--- src/rtl/ifetch_unit.sv ---
// Instruction-fetch stage: issues one word request per PC, holds the returned
// instruction in IR for decode, and pulses pc_adv once per captured instruction.
module ifetch_unit #(
  parameter int FETCH_TIMEOUT = 255,
  parameter int CNT_W         = 16
) (
  input  logic        clk,
  input  logic        ReSetN,
  input  logic [31:0] PC,
  input  logic        stall,
  input  logic        flush,
  output logic        imem_req,
  output logic [31:0] imem_addr,
  input  logic        imem_ack,
  input  logic [31:0] imem_rdata,
  output logic        ir_valid,
  input  logic        ir_ready,
  output logic [31:0] IR,
  output logic [31:0] IR_PC,
  output logic [31:0] IR_PC4,
  output logic        pc_adv,
  output logic        fetch_err
);

  localparam logic [2:0] IDLE = 3'd0;
  localparam logic [2:0] REQ  = 3'd1;
  localparam logic [2:0] DROP = 3'd2;
  localparam logic [2:0] FULL = 3'd3;
  localparam logic [2:0] ERR  = 3'd4;

  localparam logic [CNT_W-1:0] CntLast = CNT_W'(FETCH_TIMEOUT - 1);

  logic [2:0]       state;
  logic [CNT_W-1:0] cnt;
  logic [31:0]      nextAddr;
  logic             timedOut;

  // The PC unit only registers the advance at the end of the pc_adv cycle, so
  // a back-to-back fetch in that cycle takes the sequential address directly.
  assign nextAddr = pc_adv ? IR_PC4 : PC;
  assign timedOut = (cnt == CntLast);

  always_ff @(posedge clk or negedge ReSetN) begin
    if (!ReSetN) begin
      state     <= IDLE;
      cnt       <= '0;
      imem_req  <= 1'b0;
      imem_addr <= 32'd0;
      ir_valid  <= 1'b0;
      IR        <= 32'd0;
      IR_PC     <= 32'd0;
      IR_PC4    <= 32'd0;
      pc_adv    <= 1'b0;
      fetch_err <= 1'b0;
    end else begin
      pc_adv <= 1'b0;
      case (state)
        IDLE: begin
          if (!stall && !flush) begin
            if (PC[1:0] != 2'b00) begin
              fetch_err <= 1'b1;
              state     <= ERR;
            end else begin
              imem_addr <= PC;
              imem_req  <= 1'b1;
              cnt       <= '0;
              state     <= REQ;
            end
          end
        end

        // DROP behaves like REQ except that the returned word is thrown away
        REQ, DROP: begin
          if (imem_ack) begin
            imem_req <= 1'b0;
            state    <= IDLE;
            if (state == REQ && !flush) begin
              IR       <= imem_rdata;
              IR_PC    <= imem_addr;
              IR_PC4   <= imem_addr + 32'd4;
              ir_valid <= 1'b1;
              pc_adv   <= 1'b1;
              state    <= FULL;
            end
          end else if (timedOut) begin
            imem_req  <= 1'b0;
            fetch_err <= 1'b1;
            state     <= ERR;
          end else begin
            cnt <= cnt + 1'b1;
            if (state == REQ && flush) begin
              state <= DROP;
            end
          end
        end

        FULL: begin
          if (flush) begin
            ir_valid <= 1'b0;
            state    <= IDLE;
          end else if (ir_ready) begin
            ir_valid <= 1'b0;
            if (stall) begin
              state <= IDLE;
            end else if (nextAddr[1:0] != 2'b00) begin
              fetch_err <= 1'b1;
              state     <= ERR;
            end else begin
              imem_addr <= nextAddr;
              imem_req  <= 1'b1;
              cnt       <= '0;
              state     <= REQ;
            end
          end
        end

        ERR: begin
          imem_req  <= 1'b0;
          ir_valid  <= 1'b0;
          fetch_err <= 1'b1;
        end

        default: begin
          imem_req  <= 1'b0;
          ir_valid  <= 1'b0;
          fetch_err <= 1'b1;
          state     <= ERR;
        end
      endcase
    end
  end

endmodule

--- config.mk ---
export PLATFORM = sky130hd
export DESIGN_NAME = ifetch_unit
export DESIGN_NICKNAME = d
export VERILOG_FILES = /design/src/rtl/ifetch_unit.sv
export SDC_FILE = /design/constraint.sdc
export NUM_CORES = 1
export LEC_CHECK = 0
export CAP_MARGIN = 0
export CORE_MARGIN = 1.5
export CORE_UTILIZATION = 43
export DETAILED_ROUTE_END_ITERATION = 12
export GPL_TIMING_DRIVEN = 0
export PLACE_DENSITY = 0.75
export SLEW_MARGIN = 40
export SYNTH_ARGS = -nofsm -noshare
export SYNTH_HDL_FRONTEND = slang
export SYNTH_SLANG_ARGS = --single-unit
--- constraint.sdc ---
create_clock -name clk -period 1.9 [get_ports clk]
set_clock_uncertainty 0.05 [all_clocks]
set_input_delay 0.285 -clock clk [delete_from_list [all_inputs] [get_ports clk]]
set_output_delay 0.285 -clock clk [all_outputs]
set_load 0.01 [all_outputs]
Word-level counts from Yosys, hierarchy flattened
Index checks and enable logic that the tools add are counted.
{ "word_totals": {"out_inout_bits": 132, "in_bits": 70, "reg_bits": 151, "elab_cells": 107} }
{ "classes": {"n_eq_ne": 21, "n_bitwise": 2, "n_mux": 54, "n_reduce_logical": 18, "addsub": 2} }
{ "ops": {"columns": ["cell", "n"], "rows": [
  ["32-bit two-way mux", 7],
  ["16-bit two-way mux", 8],
  ["32-bit case mux with 2 select lines", 1],
  ["16-bit case mux with 3 select lines", 1],
  ["32-bit by 3-bit adder with 32-bit output (second input constant)", 1],
  ["3-bit two-way mux", 9],
  ["2-bit != test (second input constant)", 13],
  ["1-bit two-way mux", 23],
  ["16-bit by 1-bit adder with 16-bit output (second input constant)", 1],
  ["16-bit by 8-bit == test with 1-bit output (second input constant)", 1],
  ["7-bit AND reduction", 2],
  ["3-bit case mux with 4 select lines", 1],
  ["1-bit case mux with 3 select lines", 3],
  ["9-bit AND reduction", 1],
  ["4-bit AND reduction", 2],
  ["8-bit AND reduction", 1],
  ["3-bit by 2-bit == test with 1-bit output (second input constant)", 2],
  ["3-bit != test (second input constant)", 2],
  ["2-bit nonzero test", 3],
  ["4-bit != test (second input constant)", 1],
  ["3-bit by 1-bit == test with 1-bit output (second input constant)", 1],
  ["3-bit == test (second input constant)", 1],
  ["1-bit logical AND", 3],
  ["3-bit logical NOT", 1],
  ["6 further kinds", 8]
]} }

Depth between registers and ports, before layout
Gate-level depths: netlist of the first run.
{ "depth": {"ltp_word": 7, "depth_mapped": 8, "depth_no_buf": 7} }

Worst setup path before layout of the first run
No wires, ideal clock.
{ "synth_path": {"path_type": "flip-flop to flip-flop", "from": "register cnt[0]", "to": "register cnt[10]", "arrival_time_ns": 1.841, "required_time_ns": 1.782, "n_path_buf": 1, "setup_time_ns": 0.068, "stages_incl_launch_ff": 9, "period_less_slack_ns": 1.960, "slack_ns": -0.060, "path_cell_list": "dfrtp_1 -> inv_1 -> ha_1 -> and4b_1 -> a41o_1 -> or2_4 -> buf_6 -> or3_1 -> nand3_1"} }
{ "synth_between": {"elab_chain_len": 4, "word_cells_on_any_way": 7, "cone_classes": "add/sub: 1; eq/ne: 2; mux: 3; reduce/logical: 1"} }
{ "synth_lines": {"columns": ["item", "line_no", "rtl"], "rows": [
  ["start, declared", "34", "logic [CNT_W-1:0] cnt;"],
  ["start signal, assigned", "90", "cnt <= cnt + 1'b1;"],
  ["16-bit by 1-bit adder with 16-bit output", "90", null],
  ["16-bit two-way mux", "85", "end else if (timedOut) begin"],
  ["16-bit two-way mux", "74", "if (imem_ack) begin"],
  ["16-bit case mux with 3 select lines", "57", "case (state)"]
]} }
Several ways; a longest one is shown, not always the timed one. The select of a mux whose other input is x is not followed.
A chain may end at the register's enable or synchronous reset.

Worst setup path in the final report of the first run
{ "layout_path": {"from": "register state[1]", "to": "register imem_addr[12]"} }
{ "layout_between": {"elab_chain_len": 3, "word_cells_on_any_way": 11, "cone_classes": "eq/ne: 7; mux: 1; reduce/logical: 3"} }
{ "layout_lines": {"columns": ["item", "line_no", "rtl"], "rows": [
  ["start, declared", "33", "logic [2:0] state;"],
  ["start signal, assigned", "45", "state <= IDLE;"],
  ["start signal, assigned", "62", "state <= ERR;"],
  ["start signal, assigned", "67", "state <= REQ;"],
  ["3-bit by 2-bit == test with 1-bit output or 3-bit logical NOT (tied branches)", "57", null],
  ["2-bit != test (no source line) or 2-bit nonzero test (tied branches)", null, null],
  ["7-bit AND reduction (no source line)", null, null],
  ["end signal, assigned", "109", "imem_addr <= nextAddr;"],
  ["end, declared", "13", "output logic [31:0] imem_addr,"]
]} }
Several ways; a longest one is shown, not always the timed one.

==> impl_metrics.py, run 1 <==
metrics = {
    "sta": {
        "rsz0062_at_grt": "true",
        "relSlewSlack_pct": 68.11,
        "max_freq_mhz": 502.7,
        "setup_slack_ps": -89.26,
        "finalCritPeriodShare_pct": 104.7,
        "hold_violations": 0,
        "hold-worst-slack_ps": 224.9,
        "worst_slew_pin_slew_ps": 478.3,
        "finalSetupViolCount": 38,
        "fin_crit_ps": 1989,
        "slew_viol_final": 0,
    },
    "die": {
        "ios": 202,
        "initial_core_util_pct": 43.67,
        "die_area_um2": 16780,
        "die_w_um": 129.6,
        "die_y_um": 129.6,
        "coreArea_um2": 15770,
        "fp-row-count": 46,
    },
    "global_route": {
        "grt_start_max_net_pins": 74,
        "grtUsageTotal_pct": 24.49,
        "antenna_found_initial": 0,
        "grt_pass1_vias": 6035,
        "grt_pass1_wl_um": 31570,
        "grt_overflow": 0,
    },
    "cts": {
        "cts_max_level": 4,
        "clk_latency_ps": 430,
        "clk_pin_slew_ps": 60,
        "cts_tree": "yes",
        "cts_buffers": 17,
        "root_buffer": "clkbuf_16",
        "clock_sinks": 149,
        "clk_path_buf_depth": 2,
    },
    "synth": {
        "synth-seq-cells": 149,
        "synthArstFlopShare_pct": 100.0,
        "yosysWarningCount": 0,
        "yosysUniqueCellTypes": 56,
        "ys_seq_area_share_pct": 54.14,
        "synthFlopType": "dfrtp_1",
        "synth_edf_count": 0,
        "synth_area_um2": 6887,
        "synth_nets": 827,
        "avgSynthCellArea_um2": 9.133,
        "postSynthCellCount": 754,
    },
    "pwr": {
        "p_leak_nw": 5.067,
        "ir_drop_v": 0.0007479,
        "power.density_nw_per_um2": 1076,
    },
    "setup_path": {
        "r2r_slack_ps": -90,
        "r2r_cells": 8,
        "cp_max_fo": 6,
        "arrival_ps": 2280,
        "cp.required_ps": 2190,
        "r2r-start": "state[1]",
        "critPathKind": "reg -> reg",
        "r2r-end": "imem_addr[12]",
        "worstSetupStartpointType": "register",
        "cp-end-kind": "register",
    },
    "final_layout": {
        "syn2layout_area_growth_pct": 59.25,
        "post-route-util_pct": 69.54,
        "drive_above_1_share_pct": 22.47,
        "num_antenna_cells": 0,
        "nets": 1097,
    },
    "min_path": {
        "hold_path.class": "in -> async",
    },
    "drt": {
        "drt_first_pass_iters": 5,
        "drt_wl_total_um": 21690,
        "drt_iter0_markers": 455,
        "drc": 0,
        "avgViaCountPerCell": 5.259,
        "vias": 6590,
        "ant_nets": 0,
        "routedWlPerCell_um": 17.31,
    },
    "placement": {
        "dpl.hpwl_um": 13990,
        "io_buffers": 201,
        "place.gp.congestion": 0.8263,
    },
    "status": {
        "failed_checks": "negative setup slack",
        "status": "finished with violations",
    },
    "job": {
        "drv_cap": 0,
    },
}
[registers in the layout (all words and copies together) (netlist names)]
| register | count |
|---|---|
| IR_PC4 | 30 |
| cnt | 16 |
| state | 3 |
| fetch_err | 1 |
| imem_req | 1 |
| ir_valid | 1 |
| pc_adv | 1 |
| imem_addr | 32 |
| IR_PC | 32 |
| IR | 32 |
[power breakdown]
part	internal, mW	switching [mW]	total (mW)
Clock	2.17	1.35	3.53
Sequential	3.86	0.935	4.79
Combinational	2.07	1.42	3.49
Total	8.10	3.70	11.8
[critical path: stages (launching register included)]
cell and delay, ps:
dfrtp_1 400, buf_6 140, or3_4 390, nor3_4 170, o221a_4 260, buf_12 170
buf_12 140, nor2_2 40, a21oi_1 140
[cell usage after synthesis (2+ instances only)]
cell type  instances  area share [%]
nor4_1             3            0.27
a21oi_1           40             2.9
mux2i_1           32             4.7
o21ai_0           30             2.2
nand3_1           23             1.7
nand2b_1           2            0.18
nand2_1          248              14
ha_1               3            0.55
and4_1             8             1.0
nor2b_1            3            0.27
nor3_2             2            0.29
o221a_2            2            0.33
a31oi_1            9            0.82
and3_1             4            0.36
clkbuf_2           2            0.15
buf_4              7            0.76
nor2_1            45             2.5
dfrtp_1          149              54
a21o_1             2            0.22
nand4_1            7            0.64
o21ai_1           12            0.87
or3b_1             2            0.25
inv_1             10            0.55
buf_2             12            0.87
clkbuf_1          21             1.1
or3_1             11             1.0
xor2_1            14             1.8
nor3_1             9            0.65
xnor2_1           14             1.8
and2_1             2            0.18
[stage by stage]
| step | std cells | cell area (µm²) | TNS, ps | power (mW) | setup WS, ps |
|---|---|---|---|---|---|
| after global routing | 1253 | 10970 | -3517 | 12.39 | -121.1 |
| after detailed placement | 1173 | 9231 | -69920 | 7.483 | -720.2 |
| after CTS | 1216 | 10150 | -112.1 | 11.21 | -37.37 |
| after global placement | 1171 | 9171 | -920030 | 7.397 | -5734 |
| after floorplan | 754 | 6889 | -42.36 | 5.650 | -20.26 |
| final | 1253 | 10970 | -1933 | 11.80 | -89.26 |
[layer usage]
layer | global-route usage (%) | routed length, µm | up-vias
met2 | 38.92 | 10620 | 267
met1 | 32.21 | 8956 | 3222
met3 | 7.391 | 1706 | 35
met4 | 8.039 | 407 | 0
li1 | - | - | 3066
met5 | 0 | 0 | -
[cell type report]
cell class                 count  area [µm²]
clock buffer                  21       470.5
tap                          216       270.3
inverter                      11       43.79
buffer                        43       356.6
sequential                   149        3755
fill                        1229        4803
timing repair buffer         252        2526
multi-input combinational    550        3396
clock inverter                11       148.9
[logic make-up after synthesis]
| family | after synthesis | share of synthesized area (%) |
|---|---|---|
| XOR/XNOR | 28 | 3.561 |
| flip-flops | 149 | 54.14 |
| multiplexers | 33 | 4.815 |
| buffers and inverters | 55 | 3.743 |
| AO/OA/AOI/OAI | 105 | 8.630 |
| AND/OR/NAND/NOR | 381 | 24.56 |
| adder cells (fa/ha/maj) | 3 | 0.5451 |
[repair_timing]
action,CTS,global route
gates resized for setup,61,152
setup buffers,10,30
cloned,1,7
hold buffers,1,0
endpoints found under the hold margin,149,0
pin swaps,4,14
setup endpoints to repair,144,124
[placed cells by master (no fill, tap or decap), drive strengths merged, types with 2 or more instances in the layout]
cell type and instances:
nand4 8, xor2 14, nor2 46, dfrtp 149, nor2b 3, inv 12
and3 4, or2 2, mux2i 32, clkbuf 47, nand2 248, o21ai 42
and4 8, clkinv 4, nor3b 2, and2 2, o221a 2, nand2b 2
or3b 2, bufinv 3, nor3 11, buf 70, xnor2 14, a21o 2
ha 3, clkdlybuf4s50 197, nor4 5, nand3 23, or3 11, a21oi 40
clkinvlp 3, a31oi 9
[worst max-delay path by stage]
stage | startpoint | end
floorplan | cnt[0] | cnt[6]
global placement | ReSetN | IR[31]
detailed placement | flush | IR_PC4[2]
CTS | cnt[0] | cnt[13]
global route | cnt[0] | cnt[8]
finish | state[1] | imem_addr[12]
Note: power is estimated with default switching activity, not from simulation.
==> inputs of run 2 (changes only) <==
--- a/config.mk
+++ b/config.mk
@@ -11,7 +11,7 @@
 export DETAILED_ROUTE_END_ITERATION = 12
 export GPL_TIMING_DRIVEN = 0
 export PLACE_DENSITY = 0.75
-export SLEW_MARGIN = 40
+export SLEW_MARGIN = 20
 export SYNTH_ARGS = -nofsm -noshare
 export SYNTH_HDL_FRONTEND = slang
 export SYNTH_SLANG_ARGS = --single-unit
==> impl_metrics.py, run 2 (synthesized netlist as in run 1, its figures left out) <==
metrics = {
    "status": {
        "status": "finished with violations",
        "failed_checks": "negative setup slack",
    },
    "die": {
        "die_y_um": 129.6,
        "fp-row-count": 46,
        "die_area_um2": 16780,
        "ios": 202,
        "initial_core_util_pct": 43.67,
        "coreArea_um2": 15770,
        "die_w_um": 129.6,
    },
    "pwr": {
        "p_leak_nw": 5.084,
        "power.density_nw_per_um2": 1072,
        "finalPower_mw": 11.70,
        "ir_drop_v": 0.0007153,
    },
    "sta": {
        "fin_crit_ps": 1993,
        "worst_slew_pin_slew_ps": 512.9,
        "max_freq_mhz": 501.7,
        "finalSetupViolCount": 39,
        "rsz0062_at_grt": "true",
        "hold_violations": 0,
        "slew_viol_final": 0,
        "relSlewSlack_pct": 65.81,
        "finalCritPeriodShare_pct": 104.9,
        "setup_slack_ps": -93.06,
    },
    "setup_path": {
        "critPathTopFamily": "simple AND/OR/NAND/NOR gates",
        "cpMaxStageDelayCell": "dfrtp_1",
        "worstPathCellList": "inv_1 > ha_2 > and4b_1 > a41o_4 > or2_4 > buf_6 > or3_1 > o21ai_1",
        "r2r_cells": 8,
        "r2r-start": "cnt[0]",
        "arrival_ps": 2300,
        "worst-path-buf-inv": 2,
        "cp_num_cells": 8,
        "cp_max_fo": 5,
        "crit_start": "cnt[0]",
        "worstSetupStartpointType": "register",
        "cpPeakStageDelay_ps": 340,
        "critPathKind": "reg -> reg",
        "r2r-end": "cnt[13]",
        "endpoint": "cnt[13]",
        "cp-end-kind": "register",
        "cp.required_ps": 2200,
        "r2r_slack_ps": -90,
    },
    "drt": {
        "ant_nets": 0,
        "drt_wl_total_um": 21400,
        "drt_iter0_markers": 362,
        "routedWlPerCell_um": 17.11,
        "drt_first_pass_iters": 4,
        "avgViaCountPerCell": 5.184,
        "drc": 0,
        "vias": 6485,
    },
    "cts": {
        "clk_path_buf_depth": 2,
        "cts_max_level": 4,
        "clk_pin_slew_ps": 60,
        "root_buffer": "clkbuf_16",
        "clock_sinks": 149,
        "clk_latency_ps": 430,
        "cts_tree": "yes",
        "cts_buffers": 17,
    },
    "placement": {
        "dpl.hpwl_um": 13900,
        "place.gp.congestion": 0.8263,
        "io_buffers": 201,
        "pre_cts_ws_ps": -706.7,
    },
    "final_layout": {
        "final_cell_mix": "nand2_1, clkdlybuf4s50_1, dfrtp_1",
        "post-route-util_pct": 69.22,
        "layout_commonest_cell": "nand2_1",
        "drive_above_1_share_pct": 22.42,
        "syn2layout_area_growth_pct": 58.52,
        "nets": 1095,
        "num_antenna_cells": 0,
        "top_regs": "IR x32, IR_PC x32, imem_addr x32",
    },
    "global_route": {
        "grt_start_max_net_pins": 86,
        "antenna_found_initial": 0,
        "met1_usage_pct": 32.71,
        "grt_pass1_wl_um": 32090,
        "grtUsageTotal_pct": 24.90,
        "met2_usage_pct": 39.36,
        "grt_pass1_vias": 6088,
        "busiest_layer": "met2",
        "grt_util_met3_pct": 7.060,
        "grt_overflow": 0,
    },
    "job": {
        "drv_cap": 0,
    },
    "min_path": {
        "hold_path.class": "in -> async",
    },
}
==> run 2: per-stage QoR <==
stage	instance area, µm²	std cells	TNS (ps)	hold WS (ps)
5_1_grt	10920	1251	-3987	331.5
4_1_cts	10230	1224	-172.8	314.2
3_5_place_dp	9204	1172	-70370	220.4
6_report	10920	1251	-1129	326.6
3_3_place_gp	9171	1171	-920030	406.4
2_1_floorplan	6889	754	-42.36	-60.59
==> run 2: final cells by class <==
type	instances	area, µm²
tap	216	270.3
sequential	149	3751
timing repair buffer	249	2495
clock buffer	24	481.7
fill	1225	4853
inverter	11	42.54
clock inverter	8	122.6
multi-input combinational	550	3408
buffer	44	345.3
==> run 2: per-layer routing <==
| layer | share of wire, % | wire length [µm] |
|---|---|---|
| met2 | 49 | 10480 |
| met3 | 6.8 | 1460 |
| met5 | 0 | 0 |
| met1 | 42 | 9041 |
| met4 | 1.9 | 415 |
==> run 2: where the power goes <==
part	switching (mW)	internal [mW]	leakage (nW)	total [mW]
Combinational	1.43	2.02	2.81	3.45
Sequential	0.920	3.86	1.99	4.78
Clock	1.31	2.17	0.286	3.48
==> run 2: what timing repair did <==
action | in CTS | in global routing
hold buffers | 1 | 0
setup endpoints to repair | 142 | 138
cloned | 3 | 3
pin swaps | 8 | 10
setup buffers | 17 | 26
gates resized for setup | 69 | 140
hold endpoints to repair | 64 | 0
==> run 2: worst min-delay path by stage <==
stage                     slack (ps)           start      to  depth (start not counted)
after floorplan                  -60          ReSetN   IR[0]                          0
after global placement           410          IR[15]  IR[15]                          2
after detailed placement         220          ReSetN  IR[20]                          1
after CTS                        310  imem_rdata[12]  IR[12]                          3
after global routing             330  imem_rdata[12]  IR[12]                          3
final                            330          ReSetN  IR[20]                          2
